==> src/rtl/motor_atributos.sv <==
// Pet-attribute engine: N channels decaying on a prescaled tick, boosted by actions, with sticky death flag.
// Optional ATTR_CROSS_PENALTY_EN: a boost also decays the next channel (idx+1 mod N_ATTR).
module motor_atributos #(
    parameter int N_ATTR      = 3,
    parameter int WIDTH       = 8,
    parameter int TICK_DIV    = 50000000,
    parameter int DECAY_STEP  = 1,
    parameter int BOOST_STEP  = 16,
    parameter int INIT_VAL    = 128,
    parameter int CRIT_LVL    = 32,
    parameter int DEATH_TICKS = 8,
    localparam int IW         = (N_ATTR > 1) ? $clog2(N_ATTR) : 1
) (
    input  logic                    clk,
    input  logic                    rst_n,
    input  logic                    acao_valid,
    input  logic [IW-1:0]           acao_idx,
    output logic                    acao_ready,
    output logic [N_ATTR*WIDTH-1:0] attr_flat,
    output logic [N_ATTR-1:0]       critico,
    output logic                    tick,
    output logic                    morreu
);

    localparam int PW = (TICK_DIV > 1) ? $clog2(TICK_DIV) : 1;
    localparam int ZW = $clog2(DEATH_TICKS + 1);

    localparam logic [WIDTH-1:0] INIT_W     = WIDTH'(INIT_VAL);
    localparam logic [WIDTH-1:0] DEC_W      = WIDTH'(DECAY_STEP);
    localparam logic [WIDTH-1:0] BST_W      = WIDTH'(BOOST_STEP);
    localparam logic [PW-1:0]    PRESC_LAST = PW'(TICK_DIV - 1);
    localparam logic [ZW-1:0]    DEATH_W    = ZW'(DEATH_TICKS);

    typedef enum logic [2:0] {
        S_IDLE,
        S_DECAY,
        S_CHECK,
        S_BOOST,
        S_DEAD
    } state_t;

    state_t           r_state;
    logic [PW-1:0]    r_presc;
    logic [WIDTH-1:0] r_attr [N_ATTR];
    logic [IW-1:0]    r_k;
    logic [IW-1:0]    r_idx;
    logic [ZW-1:0]    r_zero_cnt;
    logic             r_pend;
    logic             r_run;
    logic             r_morreu;

    logic             w_tick;
    logic             w_ready;
    logic             w_any_zero;
    logic [ZW-1:0]    w_zero_inc;

    function automatic logic [WIDTH-1:0] sat_sub(input logic [WIDTH-1:0] v);
        return (v < DEC_W) ? '0 : v - DEC_W;
    endfunction

    function automatic logic [WIDTH-1:0] sat_add(input logic [WIDTH-1:0] v);
        logic [WIDTH:0] s;
        s = {1'b0, v} + {1'b0, BST_W};
        return s[WIDTH] ? '1 : s[WIDTH-1:0];
    endfunction

    assign w_tick     = (r_presc == PRESC_LAST) && (r_state != S_DEAD);
    // r_run keeps ready low for the first cycle out of reset; tick and a pending pass outrank actions
    assign w_ready    = r_run && (r_state == S_IDLE) && !w_tick && !r_pend;
    assign w_zero_inc = (r_zero_cnt == DEATH_W) ? DEATH_W : r_zero_cnt + ZW'(1);

    always_comb begin
        w_any_zero = 1'b0;
        attr_flat  = '0;
        critico    = '0;
        for (int i = 0; i < N_ATTR; i++) begin
            if (r_attr[i] == '0) w_any_zero = 1'b1;
            attr_flat[i*WIDTH +: WIDTH] = r_attr[i];
            critico[i] = int'(r_attr[i]) < CRIT_LVL;
        end
    end

    assign acao_ready = w_ready;
    assign tick       = w_tick;
    assign morreu     = r_morreu;

    always_ff @(posedge clk) begin
        if (!rst_n) begin
            r_presc <= '0;
        end else if (r_state != S_DEAD) begin
            r_presc <= (r_presc == PRESC_LAST) ? '0 : r_presc + PW'(1);
        end
    end

    always_ff @(posedge clk) begin
        if (!rst_n) begin
            r_state    <= S_IDLE;
            r_k        <= '0;
            r_idx      <= '0;
            r_zero_cnt <= '0;
            r_pend     <= 1'b0;
            r_run      <= 1'b0;
            r_morreu   <= 1'b0;
            for (int i = 0; i < N_ATTR; i++) r_attr[i] <= INIT_W;
        end else begin
            r_run <= 1'b1;
            case (r_state)
                S_IDLE: begin
                    if (w_tick || r_pend) begin
                        r_state <= S_DECAY;
                        r_k     <= '0;
                        r_pend  <= 1'b0;
                    end else if (acao_valid && w_ready) begin
                        r_state <= S_BOOST;
                        r_idx   <= acao_idx;
                    end
                end
                S_DECAY: begin
                    for (int i = 0; i < N_ATTR; i++) begin
                        if (r_k == IW'(i)) r_attr[i] <= sat_sub(r_attr[i]);
                    end
                    if (r_k == IW'(N_ATTR - 1)) r_state <= S_CHECK;
                    else                        r_k     <= r_k + IW'(1);
                    if (w_tick) r_pend <= 1'b1;
                end
                S_CHECK: begin
                    if (w_any_zero) begin
                        r_zero_cnt <= w_zero_inc;
                        if (w_zero_inc == DEATH_W) begin
                            r_state  <= S_DEAD;
                            r_morreu <= 1'b1;
                        end else begin
                            r_state <= S_IDLE;
                        end
                    end else begin
                        r_zero_cnt <= '0;
                        r_state    <= S_IDLE;
                    end
                    if (w_tick) r_pend <= 1'b1;
                end
                S_BOOST: begin
                    // an out-of-range idx matches no channel, so the action is simply consumed
                    for (int i = 0; i < N_ATTR; i++) begin
                        if (r_idx == IW'(i)) begin
                            r_attr[i] <= sat_add(r_attr[i]);
                        end
`ifdef ATTR_CROSS_PENALTY_EN
                        else if (N_ATTR > 1 && r_idx == IW'((i + N_ATTR - 1) % N_ATTR)) begin
                            r_attr[i] <= sat_sub(r_attr[i]);
                        end
`endif
                    end
                    r_state <= S_IDLE;
                    if (w_tick) r_pend <= 1'b1;
                end
                S_DEAD: begin
                    r_state <= S_DEAD;
                end
                default: r_state <= S_IDLE;
            endcase
        end
    end

endmodule
==> config.mk <==
export PLATFORM = sky130hd
export DESIGN_NAME = motor_atributos
export DESIGN_NICKNAME = d
export VERILOG_FILES = /design/src/rtl/motor_atributos.sv
export SDC_FILE = /design/constraint.sdc
export NUM_CORES = 1
export LEC_CHECK = 0
export ABC_AREA = 0
export CORE_MARGIN = 1
export CORE_UTILIZATION = 55
export DETAILED_ROUTE_END_ITERATION = 8
export GPL_TIMING_DRIVEN = 0
export MAX_ROUTING_LAYER = met4
export PLACE_DENSITY = 0.77
export SYNTH_ARGS = -nofsm -noshare
export SYNTH_HDL_FRONTEND = slang
export SYNTH_SLANG_ARGS = --single-unit
==> constraint.sdc <==
create_clock -name clk -period 3.03 [get_ports clk]
set_clock_uncertainty 0.1 [all_clocks]
set_input_delay 0.606 -clock clk [delete_from_list [all_inputs] [get_ports clk]]
set_output_delay 0.606 -clock clk [all_outputs]
set_load 0.01 [all_outputs]
Word-level counts from Yosys, hierarchy flattened
Memory sizes are Yosys's and may differ from the RTL's.
Cells that the tools add are included.
{"block": "classes", "addsub": 9, "order_cmp": 6, "eq_ne": 17, "mux": 56, "n_bitwise": 7, "n_reduce_logical": 22}
{"op": "$mux W8", "n": 12}
{"op": "$mux W1", "n": 31}
{"op": "$add A8 B5 Y9 const B", "n": 3}
{"op": "$add A26 B1 Y26 const B", "n": 1}
{"op": "$eq A26 B26 Y1 const B", "n": 1}
{"op": "$mux W26", "n": 1}
{"op": "$logic_not A8 Y1", "n": 3}
{"op": "$lt A8 B1 Y1 const B", "n": 3}
{"op": "$lt A8 B6 Y1 const B", "n": 3}
{"op": "$sub A8 B1 Y8 const B", "n": 3}
{"op": "$mux W3", "n": 5}
{"op": "$pmux W3 S4", "n": 1}
{"op": "$reduce_and A3 Y1", "n": 4}
{"op": "$eq A4 B4 Y1 const B", "n": 2}
{"op": "$mux W4", "n": 2}
{"op": "$eq A3 B2 Y1 const B", "n": 2}
{"op": "$or A1 B1 Y1", "n": 6}
{"op": "$logic_and A1 B1 Y1", "n": 5}
{"op": "$add A4 B1 Y4 const B", "n": 1}
{"op": "$eq A2 B1 Y1 const B", "n": 2}
{"op": "$eq A2 B2 Y1 const B", "n": 2}
{"op": "$logic_not A2 Y1", "n": 2}
{"op": "$mux W2", "n": 2}
{"op": "$ne A2 B1 Y1 const B", "n": 2}
{"op": "other kinds (15)", "n": 18}
{"block": "word_totals", "ff_bits": 40, "ramBits": 24, "in_bits": 5, "output_inout_bits": 30, "wordCells": 126, "memories": 1}
{"name": "r_attr", "depth": 3, "width": 8, "read_ports": 3, "rd_ports_with_merged_regs": 0, "write_ports": 3, "line_no": "44", "source": "logic [WIDTH-1:0] r_attr [N_ATTR];"}

Longest topological paths before layout
{"block": "depth", "depth_word": 9, "mapped_depth": 8, "ltp_nobuf": 7}

Worst setup path before layout
Ideal clock, no wire load.
{"block": "synth_timing", "path_type": "input to register", "startpoint": "in rst_n", "endpoint": "mem r_attr[1][2] (netlist: r_attr[0][10]), enable pin", "setup_time_ps": 365, "t_arrival_ps": 2136, "required_ps": 2565, "path_slack_ps": 429, "path_stages": 5, "path_buffers": 1, "cell_sequence": "clkbuf_1 > nand4b_1 > or2_2 > a31oi_1 > a21boi_0"}
{"element": "start, declared", "line_no": "15", "source": "input logic rst_n,"}
{"element": "end, declared", "line_no": "44"}

Final worst setup path
{"block": "layout_timing", "startpoint": "reg r_presc[13]", "endpoint": "out acao_ready"}
{"block": "layout_via", "elab_chain_cells": 5}
{"element": "start, declared", "line_no": "43", "source": "logic [PW-1:0] r_presc;"}
{"element": "start signal, assigned", "line_no": "91", "source": "r_presc <= (r_presc == PRESC_LAST) ? '0 : r_presc + PW'(1);"}
{"element": "$eq A26 B26 Y1", "line_no": "67", "source": "assign w_tick = (r_presc == PRESC_LAST) && (r_state != S_DEAD);"}
{"element": "$logic_and A1 B1 Y1", "line_no": "67"}
{"element": "$logic_not A1 Y1", "line_no": "69", "source": "assign w_ready = r_run && (r_state == S_IDLE) && !w_tick && !r_pend;"}
{"element": "$logic_and A1 B1 Y1 (2 in series)", "line_no": "69"}
{"element": "end, declared", "line_no": "18", "source": "output logic acao_ready,"}
Every way passes these cells.

==> metrics.cfg <==
[status]
run_status=finished clean

[floorplanning]
die_y_um=83.4
core_area_mm2=0.00639
die_x_um=83.4
die_area_mm2=0.00695
initial_core_util_pct=57.0
rows=29
ios=35

[synthesis]
ys_seq_area_share_pct=41.8
yosys_warnings=0
synth_area_mm2=0.00364
synth_edf_count=24
synth_top_flop_cell=dfxtp_1
synth_seq_cells=64
synth_cells=414
yosysUniqueCellTypes=52
async_reset_ff_share_pct=0
avgSynthCellArea_um2=8.79
syn_nets=434

[layout]
fin_cells=542
drive_gt1_share_pct=9.25
area_growth_pct=19.4
final_common_cell=nor2_1
layout_common_cells=nor2_1, nand2_1, dfxtp_1
fill_cells=516
final_core_util_pct=68.1
antenna_cells=0
final_nets=481

[global_route]
grt_overflow=0
grt_pass1_vias=2941
grt_max_degree=11
antenna_found_initial=0
track_usage_pct=23.8
grt_pass1_wl_mm=13.0

[power_and_ir_drop]
power_w=0.00195
power.share.clock_pct=38.1
p_sw_w=0.000490
power.internal_w=0.00146
power_leakage_nw=1.50
seq_power_share_pct=49.4
peakVddDrop_mv=0.382
swShare_pct=25.2
cellPowerDensity_mw_per_mm2=448
p_comb_share_pct=12.5

[sta]
tns_ps=0
slew_viol_final=0
fmax_mhz=343
tightest_slew_ps=654
hold_violations=0
setup_slack_ps=115
setup_viol_count_final=0
timing.slew.headroom_pct=56.0
post-route-period-util_pct=96.2
rsz0062_at_grt=no
min_period_ps=2910

[placed_design]
port_buffers=34
pre_cts_ws_ps=-516
gp_congestion=0.901
hpwlAfterDp_mm=5.50
dpl.cell_count=525

[cts]
cts_sinks=64
cts-root-buf=clkbuf_8
cts_tree=built
clkTransAtPathRegs_ps=60
hold_buffers=0
clk_path_buf_depth=2
cts_inserted_buffers=9
cts_max_level=3
clock_latency_ps=350

[worst_setup_path]
r2r_end=r_zero_cnt[3]
cp_data_arrival_time_ps=2210
crit_path_max_fanout=7
critPathCaptureType=output pin
cp.required_ps=2320
reg2regPathDepth=7
worstSetupPathType=flip-flop to output pin
r2r_slack_ps=510
timing.rr.start=r_attr[0][0]
critPathLaunchType=flip-flop

[routing]
drc=0
wl_per_cell_um=14.6
drt_first_iter_violations=196
first_pass_iters=4
wirelength_mm=7.94
vias=3165
ant_nets=0
via_per_inst=5.84

[min_path]
min_path_cells=1
hold_path_class=flip-flop to flip-flop
min-delay-start=morreu
hold_path_end=morreu

[flow_run]
drv_cap=0

## how the worst max path moves through the flow
stage                          endpoint  slack, ps   startpoint  cells after the start
after floorplan           r_attr[0][10]        430        rst_n                      5
after global placement    r_attr[0][11]       -490        rst_n                      6
after detailed placement  r_attr[0][11]       -520        rst_n                      6
after CTS                 r_attr[0][11]         10        rst_n                      6
after global routing         acao_ready         10  r_presc[13]                      5
final                        acao_ready        120  r_presc[13]                      5
## final cells by class
class	instances	area, um^2	share of cell area [%]
flip-flops and latches	64	1520	35.1
inverters	23	86.3	1.99
well taps	77	96.3	2.22
clock inverters	4	43.8	1.01
plain buffers	17	67.6	1.55
repair buffers	37	360	8.29
clock buffers	11	151	3.48
multi-input cells	309	2020	46.4
## metal layers
metal,up-vias,share of wire (%),global-route usage [%]
met3,22,3.7,4.37
met2,78,49,39.9
li1,1575,-,-
met1,1490,45,27.6
met5,-,0,-
met4,0,1.9,11.1
## registers in the layout, indices dropped and copies added (netlist names)
signal / flops
r_k: 2
r_zero_cnt: 4
morreu: 1
r_run: 1
r_idx: 2
r_presc: 26
r_attr: 24
r_pend: 1
r_state: 3
## cells in the mapped netlist (2+ instances only)
cell type / count / area (um^2)
nand4_1: 8 / 50.1
and3_1: 7 / 43.8
o22ai_1: 6 / 37.5
ha_1: 15 / 188
a21oi_1: 13 / 65.1
or3b_2: 2 / 17.5
edfxtp_1: 24 / 721
o211ai_1: 2 / 15.0
a32oi_1: 3 / 26.3
and4_1: 5 / 43.8
nand3_1: 22 / 110
a21boi_0: 3 / 22.5
xor2_1: 6 / 52.6
o21a_1: 8 / 60.1
or3_1: 5 / 31.3
clkbuf_1: 15 / 56.3
a31oi_1: 4 / 25.0
nand4bb_1: 2 / 22.5
mux2i_1: 5 / 50.1
nand2_1: 41 / 154
nor4_1: 12 / 75.1
nand2b_1: 2 / 12.5
o221ai_1: 4 / 35.0
dfxtp_1: 40 / 801
xnor2_1: 32 / 280
nor3_1: 17 / 85.1
or2_2: 4 / 25.0
nor4b_1: 2 / 17.5
buf_2: 3 / 15.0
o21ai_0: 14 / 70.1
nor2_1: 44 / 165
nor3b_1: 2 / 15.0
inv_1: 22 / 82.6
nand4b_1: 2 / 17.5
## cells by family (layout without fill, tap and decap cells)
logic type,Yosys count,count (layout),synth area share (%)
adders and majority gates,15,15,5.15
xor gates and xnor gates,38,38,9.14
DFF,64,64,41.8
and+or+nand+nor,184,184,26.1
AOI/OAI and AO/OA,67,67,12.1
buffers and inverters,41,92,4.33
muxes,5,5,1.37
## what timing repair did
item                                    4_1_cts  5_1_grt
endpoints found under the setup margin       10        9
pin swaps                                     0        1
cloned                                        0        0
buffers inserted                              0        3
resized for setup                            14        4
## per-stage QoR
step           hold slack (ps)  area, um^2
4_1_cts                    375        4310
6_report                   369        4350
2_1_floorplan              349        3640
3_5_place_dp               357        4080
3_3_place_gp               356        4080
5_1_grt                    395        4350
## power groups by stage
| stage | sequential (W) | clock [W] | combinational [W] |
|---|---|---|---|
| finish | 0.000963 | 0.000742 | 0.000244 |
| floorplan | 0.000986 | 0 | 0.000141 |
| global placement | 0.000980 | 0 | 0.000229 |
| global route | 0.000968 | 0.000786 | 0.000269 |
| CTS | 0.000963 | 0.000749 | 0.000236 |
| detailed placement | 0.000982 | 0 | 0.000235 |
## critical path, stage by stage, from the launching register on
cell and delay (ps):
dfxtp_1 410, and4_4 280, nand4_1 180, or3_4 460
and4_1 240, dlygate4sd2_1 280
(Power assumes the default switching activity.)
